<file path="src/rtl/sar_adc_pkg.sv">
// sar_adc_pkg: shared types and constants for the SAR ADC controller.
//   state_t       - controller FSM states
//   DEF_*         - default parameter values for sar_adc_ctrl
//   conv_latency  - cycles from the Start-sampling edge to the Done cycle
package sar_adc_pkg;

    typedef enum logic [2:0] {
        ST_IDLE,
        ST_SAMPLE,
        ST_SETTLE,
        ST_DECIDE,
        ST_DONE
    } state_t;

    localparam int DEF_N             = 8;
    localparam int DEF_SAMPLE_CYCLES = 4;
    localparam int DEF_SETTLE_CYCLES = 2;
    localparam bit DEF_COMP_POL      = 1'b1;

    // One cycle to enter SAMPLE, the track phase, then per bit a settle
    // window plus one decision cycle.
    function automatic int conv_latency(input int n, input int sample_cycles,
                                        input int settle_cycles);
        return 1 + sample_cycles + n * (settle_cycles + 1);
    endfunction

endpackage

</file>
<file path="src/rtl/sar_phase_timer.sv">
// sar_phase_timer: loadable down-counter timing the SAMPLE and SETTLE phases.
//   clk      - rising-edge clock
//   rst      - synchronous active-high reset, clears the count
//   load     - load load_val (takes priority over dec)
//   load_val - value loaded; a phase of L cycles is loaded with L-1
//   dec      - decrement by one, saturating at zero
//   tc       - terminal count, high while the count is zero
module sar_phase_timer #(
    parameter int W = 8
) (
    input  logic         clk,
    input  logic         rst,
    input  logic         load,
    input  logic [W-1:0] load_val,
    input  logic         dec,
    output logic         tc
);

    logic [W-1:0] count;

    always_ff @(posedge clk) begin
        if (rst) begin
            count <= '0;
        end else if (load) begin
            count <= load_val;
        end else if (dec && (count != '0)) begin
            count <= count - 1'b1;
        end
    end

    assign tc = (count == '0);

endmodule

</file>
<file path="src/rtl/sar_adc_ctrl.sv">
// sar_adc_ctrl: successive-approximation ADC controller.
//   Clk      - rising-edge clock
//   Rst      - synchronous active-high reset, aborts any conversion
//   Start    - conversion request, sampled only in IDLE
//   Comp_In  - comparator decision, sampled on the edge ending DECIDE
//   Comp_En  - comparator evaluate strobe (DECIDE)
//   Sample   - track/hold control (SAMPLE)
//   Dac_Code - trial code to the DAC (SETTLE/DECIDE, else 0)
//   Busy     - high outside IDLE
//   Done     - one-cycle completion pulse
//   Data_Out - last completed result, updated on entry to DONE
// All outputs are registered from the next-state values so they line up
// with the state they belong to.
module sar_adc_ctrl
    import sar_adc_pkg::*;
#(
    parameter int N             = DEF_N,
    parameter int SAMPLE_CYCLES = DEF_SAMPLE_CYCLES,
    parameter int SETTLE_CYCLES = DEF_SETTLE_CYCLES,
    parameter bit COMP_POL      = DEF_COMP_POL
) (
    input  logic         Clk,
    input  logic         Rst,
    input  logic         Start,
    input  logic         Comp_In,
    output logic         Comp_En,
    output logic         Sample,
    output logic [N-1:0] Dac_Code,
    output logic         Busy,
    output logic         Done,
    output logic [N-1:0] Data_Out
);

    localparam int           PTR_W     = (N > 1) ? $clog2(N) : 1;
    localparam logic [N-1:0] ONE       = N'(1);
    localparam logic [7:0]   SAMPLE_LD = 8'(SAMPLE_CYCLES - 1);
    localparam logic [7:0]   SETTLE_LD = 8'(SETTLE_CYCLES - 1);

    state_t             state, state_nx;
    logic [N-1:0]       trial, trial_nx, trial_dec, data_nx;
    logic [PTR_W-1:0]   ptr, ptr_nx;
    logic               tmr_load, tmr_dec, tmr_tc;
    logic [7:0]         tmr_val;

    sar_phase_timer #(.W(8)) u_timer (
        .clk      (Clk),
        .rst      (Rst),
        .load     (tmr_load),
        .load_val (tmr_val),
        .dec      (tmr_dec),
        .tc       (tmr_tc)
    );

    always_comb begin
        state_nx  = state;
        trial_nx  = trial;
        ptr_nx    = ptr;
        data_nx   = Data_Out;
        tmr_load  = 1'b0;
        tmr_val   = '0;
        tmr_dec   = 1'b0;
        // Trial with the bit under test resolved by the comparator.
        trial_dec = trial;
        if (Comp_In != COMP_POL) begin
            trial_dec = trial & ~(ONE << ptr);
        end

        case (state)
            ST_IDLE: begin
                trial_nx = '0;
                if (Start) begin
                    state_nx = ST_SAMPLE;
                    tmr_load = 1'b1;
                    tmr_val  = SAMPLE_LD;
                end
            end
            ST_SAMPLE: begin
                if (tmr_tc) begin
                    state_nx = ST_SETTLE;
                    trial_nx = ONE << (N - 1);
                    ptr_nx   = PTR_W'(N - 1);
                    tmr_load = 1'b1;
                    tmr_val  = SETTLE_LD;
                end else begin
                    tmr_dec = 1'b1;
                end
            end
            ST_SETTLE: begin
                if (tmr_tc) begin
                    state_nx = ST_DECIDE;
                end else begin
                    tmr_dec = 1'b1;
                end
            end
            ST_DECIDE: begin
                if (ptr != '0) begin
                    state_nx = ST_SETTLE;
                    ptr_nx   = ptr - 1'b1;
                    trial_nx = trial_dec | (ONE << (ptr - 1'b1));
                    tmr_load = 1'b1;
                    tmr_val  = SETTLE_LD;
                end else begin
                    state_nx = ST_DONE;
                    trial_nx = trial_dec;
                    data_nx  = trial_dec;
                end
            end
            ST_DONE: begin
                // Start is ignored here; a held Start is picked up in IDLE.
                state_nx = ST_IDLE;
                trial_nx = '0;
            end
            default: begin
                state_nx = ST_IDLE;
                trial_nx = '0;
            end
        endcase
    end

    always_ff @(posedge Clk) begin
        if (Rst) begin
            state    <= ST_IDLE;
            trial    <= '0;
            ptr      <= '0;
            Sample   <= 1'b0;
            Comp_En  <= 1'b0;
            Busy     <= 1'b0;
            Done     <= 1'b0;
            Dac_Code <= '0;
            Data_Out <= '0;
        end else begin
            state    <= state_nx;
            trial    <= trial_nx;
            ptr      <= ptr_nx;
            Sample   <= (state_nx == ST_SAMPLE);
            Comp_En  <= (state_nx == ST_DECIDE);
            Busy     <= (state_nx != ST_IDLE);
            Done     <= (state_nx == ST_DONE);
            Dac_Code <= ((state_nx == ST_SETTLE) || (state_nx == ST_DECIDE)) ? trial_nx : '0;
            Data_Out <= data_nx;
        end
    end

endmodule

</file>
<file path="config.mk">
export PLATFORM = sky130hd
export DESIGN_NAME = sar_adc_ctrl
export DESIGN_NICKNAME = d
export VERILOG_FILES = /design/src/rtl/sar_adc_pkg.sv /design/src/rtl/sar_phase_timer.sv /design/src/rtl/sar_adc_ctrl.sv
export SDC_FILE = /design/constraint.sdc
export NUM_CORES = 1
export LEC_CHECK = 0
export ABC_AREA = 1
export CAP_MARGIN = 20
export CELL_PAD_IN_SITES_DETAIL_PLACEMENT = 2
export CELL_PAD_IN_SITES_GLOBAL_PLACEMENT = 2
export CORE_ASPECT_RATIO = 1.2
export CORE_MARGIN = 5
export CORE_UTILIZATION = 28
export DETAILED_ROUTE_END_ITERATION = 8
export GPL_TIMING_DRIVEN = 0
export PLACE_DENSITY = 0.68
export RECOVER_POWER = 100
export SYNTH_ARGS = -nofsm -noshare
export SYNTH_HDL_FRONTEND = slang
export SYNTH_SLANG_ARGS = --single-unit
</file>
<file path="constraint.sdc">
create_clock -name Clk -period 4.2 [get_ports Clk]
set_clock_uncertainty 0.2 [all_clocks]
set_input_delay 1.26 -clock Clk [delete_from_list [all_inputs] [get_ports Clk]]
set_output_delay 1.26 -clock Clk [all_outputs]
set_load 0.1 [all_outputs]
</file>
==> impl_metrics.tcl <==
set metrics [dict create \
    outcome "finished clean" \
    cp.arrival_ns 1.84 \
    syn_area_per_cell_um2 7.780 \
    area_growth_syn_to_layout_pct 18.92 \
    antenna_found_initial 0 \
    yosysWarningCount 0 \
    synth_area_leaders "dfxtp_1 41%, nand2_1 10%, inv_1 6.5%" \
    first_iter_violations 34 \
    synthTopCellsByCount "56 x nand2_1, 42 x dfxtp_1, 35 x inv_1, 27 x nor2_1, 24 x o21ai_0" \
    register_area_um2 840.8 \
    cts_inserted_buffers 5 \
    cp_slowest_stage_delay_ns 1.20 \
    die_w_um 87.74 \
    clock-sinks 42 \
    dp_hpwl_um 4199 \
    cp_top_family "buffers and inverters" \
    ir_worst_vdd_mv 0.2054 \
    finalSetupViolCount 0 \
    r2r_end "trial[0]$_SDFF_PP0_" \
    period_needed_ns 3.302 \
    num_io_pins 24 \
    dp_slack_ns 1.255 \
    critPathSlowestCell "dlygate4sd3_1" \
    critPathKind "reg -> out" \
    clk-insertion-delay-late_ns 0.30 \
    rsz0062_at_grt "false" \
    layout_setup_ws_ns 0.8976 \
    ys_types 29 \
    start_kind "register" \
    die_h_um 103.3 \
    synth_cells 261 \
    pwr-share-seq 0.335 \
    place.gp.congestion 0.7580 \
    p_leak_nw 1.196 \
    overflow 0 \
    fmax_mhz 302.8 \
    htree_levels 2 \
    comb_power_share 0.496 \
    crit_path_end_kind "output pin" \
    start_util 0.2841 \
    avgRoutedWirePerCell_um 14.08 \
    drtPass1Iterations 4 \
    max-slew-margin-rel 0.3367 \
    core-area_mm2 0.007147 \
    worst_pin_slew_ns 0.9916 \
    p_int_mw 0.7693 \
    cts_tree "yes" \
    reg2reg_from "ptr[0]$_SDFFE_PP0P_" \
    fin_nets 302 \
    synth-seq-area-share 0.4140 \
    pwr_density_cell_mw_per_mm2 614.5 \
    ant_nets 0 \
    cts_resized 0 \
    grt_max_degree 13 \
    placed_cells 373 \
    clk_path_buf_depth 2 \
    numPortBuffers 22 \
    grt_pass1_wl_um 9197 \
    clk_pin_slew_worst_paths_ns 0.08 \
    multiInputGateArea_um2 977.2 \
    finalMaxSlewViolations 0 \
    syn_nets 273 \
    reg2regPathDepth 9 \
    vias 1721 \
    fill_cells 844 \
    path_cells "dlygate4sd3_1" \
    holdPathEnd "Data_Out[1]$_SDFFE_PP0P_" \
    post-route-period-util 0.7863 \
    synthDominantCellAreaShare 0.4140 \
    netlist_area_mm2 0.002031 \
    grt_busiest_layer "met2" \
    fp.dieArea_mm2 0.009063 \
    worstPathMaxFanout 2 \
    use_met2 0.2332 \
    cap_viol_max_count 0 \
    viasPerCell 4.529 \
    cp_num_buf_inv 1 \
    r2r_setup_slack_ns 2.18 \
    ys.flop_type "dfxtp_1" \
    hold_buffers 0 \
    met3_usage 0.02694 \
    whs_path_depth 2 \
    totalWireLength_um 5350 \
    synth_area_leader_cell "dfxtp_1" \
    synth-seq-cells 42 \
    power.switching_mw 0.7146 \
    timing.critical_path.required_ns 2.74 \
    hold_start "Data_Out[1]$_SDFFE_PP0P_" \
    num_rows 34 \
    drc 0 \
    hold_viol 0 \
    synth-async-reset-ratio 0 \
    min_path_type "reg -> reg" \
    final_cells 380 \
    grt_usage 0.1326 \
    fin_tns_setup_ns 0 \
    yosysMostFrequentCell "nand2_1" \
    cts_setup_buffers 0 \
    swShare 0.4816 \
    grt_pass1_vias 1859 \
    ctsRootBufferMaster "clkbuf_8" \
    met1_usage 0.1614 \
    diodes 0 \
    synth_edf_count 0 \
    pwr-share-clk 0.168 \
    drive_gt1_frac 0.1069 \
]
power by group through the flow:
| stage | logic (mW) | registers, mW | clock network (mW) |
|---|---|---|---|
| 2_1_floorplan | 0.492 | 0.606 | 0 |
| 3_3_place_gp | 0.767 | 0.507 | 0 |
| 3_5_place_dp | 0.777 | 0.510 | 0 |
| 4_1_cts | 0.780 | 0.500 | 0.266 |
| 5_1_grt | 0.827 | 0.507 | 0.281 |
| 6_report | 0.737 | 0.498 | 0.250 |
cell families (layout without fill, tap and decap cells):
group | count (synthesis) | count (layout) | synth area share
buffers and inverters | 45 | 74 | 0.09550
xor gates and xnor gates | 7 | 7 | 0.03019
AOI/OAI and AO/OA | 41 | 41 | 0.1072
DFF | 42 | 42 | 0.4140
adders and majority gates | 8 | 8 | 0.04929
and+or+nand+nor | 118 | 118 | 0.3038
flip-flops by register name (all words and copies together), names as in the netlist:
signal and count:
state 3, Comp_En 1, Sample 1, Busy 1
ptr 3, u_timer.count 8, trial 8, Data_Out 8
Done 1, Dac_Code 8
layout by cell type, fill, tap and decap left out, types with 3 or more instances in the layout:
cell and instances:
nand3_1 13, dlygate4sd3_1 22, nand3_4 3, nand2_1 58, clkbuf_8 5, nor2_4 4
xor2_1 6, o21ai_0 25, nand2_2 3, dfxtp_1 42, nor2_1 27, clkbuf_1 3
ha_1 8, a21oi_1 12, inv_2 3, nand2_4 5, inv_1 36
cell type report:
cell class,instances,area share
Multi-Input combinational cell,174,0.4047
Sequential cell,42,0.3482
Timing Repair Buffer,22,0.09119
Inverter,40,0.06425
Tap cell,90,0.04663
Clock buffer,5,0.02850
Buffer,5,0.01244
Clock inverter,2,0.004145
worst register-to-register path, delay by kind of cell, from the launching register on:
kind / cells / cell delay, ns
AOI/OAI and AO/OA: 2 / 0.51
adders and majority gates: 1 / 0.21
buffers and inverters: 2 / 0.19
DFF: 1 / 0.36
and+or+nand+nor: 4 / 0.46
layer usage:
| metal | routed length, um | vias up |
|---|---|---|
| met2 | 2658 | 18 |
| met5 | 0 | - |
| met4 | 76 | 0 |
| met1 | 2460 | 828 |
| met3 | 154 | 7 |
| li1 | - | 868 |
metrics by stage:
stage	hold WS (ns)	area, um^2	power, mW	util
5_1_grt	0.3036	2415	1.615	0.3379
6_report	0.2800	2415	1.484	0.3379
2_1_floorplan	0.2565	2031	1.098	-
3_3_place_gp	0.2596	2364	1.273	0.3307
3_5_place_dp	0.2746	2364	1.287	0.3307
4_1_cts	0.2874	2442	1.547	0.3417
worst max path at each step:
stage | to | cells past startpoint | slack (ns) | from
finish | Data_Out[2] | 1 | 0.90 | Data_Out[2]$_SDFFE_PP0P_
global route | Data_Out[3] | 1 | 0.83 | Data_Out[3]$_SDFFE_PP0P_
CTS | Data_Out[3] | 1 | 0.93 | Data_Out[3]$_SDFFE_PP0P_
detailed placement | Dac_Code[7]$_SDFF_PP0_ | 7 | 1.26 | Comp_In
global placement | Dac_Code[7]$_SDFF_PP0_ | 7 | 1.26 | Comp_In
floorplan | Data_Out[0] | 0 | 1.82 | Data_Out[0]$_SDFFE_PP0P_
Note: power is estimated with default switching activity, not from simulation.
